===== src/rtl/store_rmw_ctrl_pkg.sv =====
// Shared definitions for the store path: op encodings (common with the load extender),
// sequencer states and byte-lane geometry.
package store_rmw_ctrl_pkg;

    localparam int DATA_W = 32;
    localparam int HALF_W = 16;
    localparam int LANE_W = 8;

    // Same encodings as LW/LH/LB so decode tables stay aligned across load and store paths.
    localparam logic [2:0] OP_SW = 3'b000;
    localparam logic [2:0] OP_SH = 3'b100;
    localparam logic [2:0] OP_SB = 3'b010;

    typedef enum logic [1:0] {
        IDLE  = 2'd0,
        READ  = 2'd1,
        MERGE = 2'd2,
        WRITE = 2'd3
    } state_t;

    function automatic logic isStoreOp(input logic [2:0] op);
        return (op == OP_SW) || (op == OP_SH) || (op == OP_SB);
    endfunction

endpackage


===== src/rtl/store_merge.sv =====
// Combinational byte-lane merge of right-aligned store data into an existing word.
// Shared with cache write paths, so it carries no state.
module store_merge
    import store_rmw_ctrl_pkg::*;
(
    input  logic [DATA_W-1:0] oldWord,
    input  logic [DATA_W-1:0] newData,
    input  logic [2:0]        op,
    input  logic [1:0]        byteOff,
    output logic [DATA_W-1:0] mergedWord
);

    always_comb begin
        // NOTE: default assignment first so every path drives mergedWord and no latch is inferred.
        mergedWord = oldWord;
        case (op)
            OP_SW:   mergedWord = newData;
            OP_SH:   mergedWord[{byteOff[1], 4'b0000} +: HALF_W] = newData[HALF_W-1:0];
            OP_SB:   mergedWord[{byteOff, 3'b000} +: LANE_W]     = newData[LANE_W-1:0];
            default: mergedWord = oldWord;
        endcase
    end

endmodule


===== src/rtl/store_rmw_ctrl.sv =====
// Store sequencer for a word-wide memory without byte enables: SW writes directly, SH/SB do
// read-modify-write. Define STORE_ALIGN_CHECK_EN to reject misaligned SW/SH like illegal ops.
module store_rmw_ctrl
    import store_rmw_ctrl_pkg::*;
#(
    parameter int ADDR_W = 32
) (
    input  logic              clk,
    input  logic              reset_n,
    input  logic              req_valid,
    output logic              req_ready,
    input  logic [ADDR_W-1:0] req_addr,
    input  logic [DATA_W-1:0] req_data,
    input  logic [2:0]        req_op,
    output logic [ADDR_W-1:0] mem_addr,
    output logic              mem_rd_en,
    input  logic [DATA_W-1:0] mem_rdata,
    output logic              mem_wr_en,
    output logic [DATA_W-1:0] mem_wdata,
    output logic              done,
    output logic              err
);

    state_t            stateQ, stateD;
    logic [ADDR_W-1:0] addrQ;
    logic [DATA_W-1:0] dataQ;
    logic [2:0]        opQ;
    logic              errQ;
    logic              accept;
    logic              reqLegal;
    logic [DATA_W-1:0] mergedWord;

    assign accept = (stateQ == IDLE) && req_valid;

    always_comb begin
        reqLegal = isStoreOp(req_op);
`ifdef STORE_ALIGN_CHECK_EN
        if ((req_op == OP_SW) && (req_addr[1:0] != 2'b00)) reqLegal = 1'b0;
        if ((req_op == OP_SH) && req_addr[0])              reqLegal = 1'b0;
`endif
    end

    always_comb begin
        stateD = stateQ;
        case (stateQ)
            IDLE:    if (accept && reqLegal) stateD = (req_op == OP_SW) ? WRITE : READ;
            READ:    stateD = MERGE;
            MERGE:   stateD = IDLE;
            WRITE:   stateD = IDLE;
            default: stateD = IDLE;
        endcase
    end

    always_ff @(posedge clk or negedge reset_n) begin
        if (!reset_n) begin
            // NOTE: the request latch is reset too, so mem_addr/mem_wdata read back as 0 after reset.
            stateQ <= IDLE;
            addrQ  <= '0;
            dataQ  <= '0;
            opQ    <= OP_SW;
            errQ   <= 1'b0;
        end else begin
            // NOTE: non-blocking assignments keep every register sampling pre-edge values.
            stateQ <= stateD;
            errQ   <= accept && !reqLegal;
            if (accept) begin
                addrQ <= req_addr;
                dataQ <= req_data;
                opQ   <= req_op;
            end
        end
    end

    store_merge uMerge (
        .oldWord   (mem_rdata),
        .newData   (dataQ),
        .op        (opQ),
        .byteOff   (addrQ[1:0]),
        .mergedWord(mergedWord)
    );

    // Strobes decode from state alone, so an async reset drops them in the same instant.
    always_comb begin
        req_ready = (stateQ == IDLE);
        mem_rd_en = (stateQ == READ);
        mem_wr_en = (stateQ == MERGE) || (stateQ == WRITE);
        done      = mem_wr_en;
        err       = errQ;
        mem_addr  = {addrQ[ADDR_W-1:2], 2'b00};
        mem_wdata = '0;
        if (stateQ == MERGE) mem_wdata = mergedWord;
        if (stateQ == WRITE) mem_wdata = dataQ;
    end

endmodule


===== config.mk =====
export PLATFORM = sky130hd
export DESIGN_NAME = store_rmw_ctrl
export DESIGN_NICKNAME = d
export VERILOG_FILES = /design/src/rtl/store_rmw_ctrl_pkg.sv /design/src/rtl/store_merge.sv /design/src/rtl/store_rmw_ctrl.sv
export SDC_FILE = /design/constraint.sdc
export NUM_CORES = 1
export LEC_CHECK = 0
export CORE_ASPECT_RATIO = 1.2
export CORE_UTILIZATION = 46
export DETAILED_ROUTE_END_ITERATION = 10
export GPL_TIMING_DRIVEN = 0
export PLACE_DENSITY = 0.81
export RECOVER_POWER = 50
export SETUP_SLACK_MARGIN = 0.3
export SLEW_MARGIN = 20
export SYNTH_ARGS = -nofsm -noshare
export SYNTH_HDL_FRONTEND = slang
export SYNTH_HIERARCHICAL = 1
export SYNTH_SLANG_ARGS = --single-unit

===== constraint.sdc =====
create_clock -name clk -period 3 [get_ports clk]
set_clock_uncertainty 0.2 [all_clocks]
set_input_delay 0.6 -clock clk [delete_from_list [all_inputs] [get_ports clk]]
set_output_delay 0.6 -clock clk [all_outputs]
set_load 0.05 [all_outputs]

==> flow_summary.ini <==
[run_status]
status = finished with violations
violations = setup timing

[synth]
synth_common_cells = dfrtp_1, mux2_1, nor2b_1
synth_top_family_by_area = multiplexers
synthDistinctLibCells = 41
yosysMostFrequentCell = dfrtp_1
synthTopCellsByArea = dfrtp_1, mux2_1, mux2_2
synth-compound-area-share_pct = 13.8
yosys.area_share.simple_pct = 12.4
yosysTopAreaCell = dfrtp_1
synthesis.area_um2 = 4820
synth_flop_cell = dfrtp_1
synth_edf_count = 0
synth.yosys.warnings = 6
netlist_instances = 457
async_reset_ff_share_pct = 100
synth_fa_ha_area_share_pct = 1.30
syn_avg_cell_area_um2 = 10.6
ys_seq_area_share_pct = 36.3
synth_seq_cells = 70
synth_top_area_share_pct = 36.3
synth.area.mux_share_pct = 25.5
synthXorXnorAreaFrac_pct = 0

[placement]
dp_hpwl_mm = 11.0
post_dp_cell_area_um2 = 6990
placed_cells = 753
numPortBuffers = 168
gp_congestion = 0.841

[floorplanning]
die_w_um = 95.5
die_y_um = 114
fp.dieArea_um2 = 10900
core_area_um2 = 10100
initial_core_util_pct = 47.7
num_rows = 40
ios = 171

[hold_path]
worstHoldPathType = register to register

[clocking]
root_buffer = clkbuf_16
cts.path.max_buffers = 2
h-tree-depth = 3
clock-sinks = 70
cts_tree = done
path_clk_slew_ns = 0.06
cts_made_buffers = 9
worstSkewPairLatency_ns = 0.33

[pwr]
peakVddDrop_mv = 0.460
p_per_area_nw_per_um2 = 592
leakage_nw = 3.13

[routing]
viasPerCell = 5.69
wl_mm = 15.5
first_pass_iters = 5
ant_nets = 0
vias = 4489
drc = 0
drt_iter0_markers = 317
wire_per_inst_um = 19.7

[timing]
tns_ns = -3.88
period_share_pct = 110
rsz0062_at_grt = true
fin_crit_ns = 3.30
setup_ws_ns = -0.302
setup_viol = 31
hold_viol = 0
slew_violations = 0
max_freq_mhz = 303
worst_pin_slew_ns = 1.25
relSlewSlack_pct = 16.7
hold_slack_ns = 0.291

[worst_setup_path]
crit_required_ns = 2.20
start_kind = register
crit_type = register to output port
end_kind = output port
cp_max_fo = 7
cp.arrival_ns = 2.50

[grt]
grt_use_total_pct = 28.5
grt_pass1_wl_mm = 23.6
gr-total-overflow = 0
antenna_found_initial = 0
grt_max_degree = 50
grt_pass1_vias = 4645

[finish]
ff_latch_area_um2 = 1760
nFillCells = 649
diodes = 0
fin_cells = 789
nNetsFinal = 765
syn2layout_area_growth_pct = 61.9
drive_gt1_share_pct = 37.1
multi_input_comb_area_um2 = 3100
final_cell_area_um2 = 7810

[run]
drv_cap = 0
[cell usage in the layout, fill, tap and decap left out, types with 7 or more instances in the layout]
cell type and count:
and2_1 11, buf_8 17, a221oi_2 11, a211oi_2 7, a221o_1 8, a31oi_1 9
mux2i_1 24, a21oi_1 11, mux2_2 31, nor2_1 25, buf_4 50, o21ai_0 10
buf_6 31, clkbuf_16 9, nor2b_4 33, dfrtp_1 67, mux2_1 49, nor2b_1 8
mux2i_2 9, clkdlybuf4s50_1 130, o22ai_1 8, clkbuf_1 8
[worst max-delay path, cell delays in order (launching register included)]
cell and delay [ns]:
dfrtp_2 0.36, buf_6 0.11, inv_6 0.04, buf_12 0.11, ha_4 0.17, nor4bb_4 0.31
buf_6 0.17, buf_6 0.10, a221oi_2 0.05, a211oi_1 0.27, mux2i_1 0.17, nor2b_4 0.15
buf_8 0.15
[power breakdown]
part           leakage (nW)  switching, mW  internal [mW]
sequential            0.819          0.183           1.11
clock                 0.144          0.408          0.687
combinational          2.16           1.20           1.03
[cells by family (layout without fill, tap and decap cells)]
group / after synthesis / count (layout)
AND/OR/NAND/NOR: 98 / 98
flip-flops: 70 / 70
AO/OA/AOI/OAI: 96 / 96
other: 1 / 2
adder cells (fa/ha/maj): 5 / 5
buffers and inverters: 74 / 279
multiplexers: 113 / 113
[sequential cells by signal, indices dropped and copies added (netlist names)]
| signal | flops |
|---|---|
| err | 1 |
| addrQ | 32 |
| stateQ | 2 |
| opQ | 3 |
| dataQ | 32 |
[through the flow]
stage               util, %  power (mW)  worst slack [ns]
detailed placement     69.2        3.27            -0.685
global route           77.3        4.81            -0.412
floorplan                 -        2.64             0.241
CTS                    75.4        4.54            -0.261
global placement       68.9        3.22             -1.50
finish                 77.3        4.63            -0.302
[layout make-up]
cell class,count,area share [%]
tap,126,2.02
clock buffer,11,3.24
buffer,67,6.58
multi-input combinational,314,39.6
timing repair buffer,189,24.9
sequential,70,22.5
clock inverter,5,0.737
inverter,7,0.400
[layer usage]
metal / share of wire (%) / up-vias / track usage [%]
met3: 7.9 / 27 / 7.84
met5: 0 / - / 0
met2: 51 / 230 / 49.2
met4: 2.2 / 0 / 9.45
li1: - / 2044 / -
met1: 39 / 2188 / 33.9
[worst paths after layout]
path,slack [ns],endpoint,startpoint,cells past startpoint
worst max-delay path,-0.30,mem_wdata[21],addrQ[1],12
worst min register to register,0.29,addrQ[12],addrQ[12],1
min in group asynchronous,0.87,addrQ[18],reset_n,2
worst min-delay path,0.29,addrQ[12],addrQ[12],1
worst max register to register,0.56,dataQ[9],stateQ[0],5
max in group asynchronous,0.28,addrQ[0],reset_n,3
[timing repair]
action / in CTS / in global routing
hold endpoints to repair: 21 / 0
resized for setup: 280 / 39
buffers inserted: 11 / 8
setup endpoints to repair: 36 / 33
hold buffers: 1 / 0
pin swaps: 17 / 15
(Power assumes the default switching activity.)
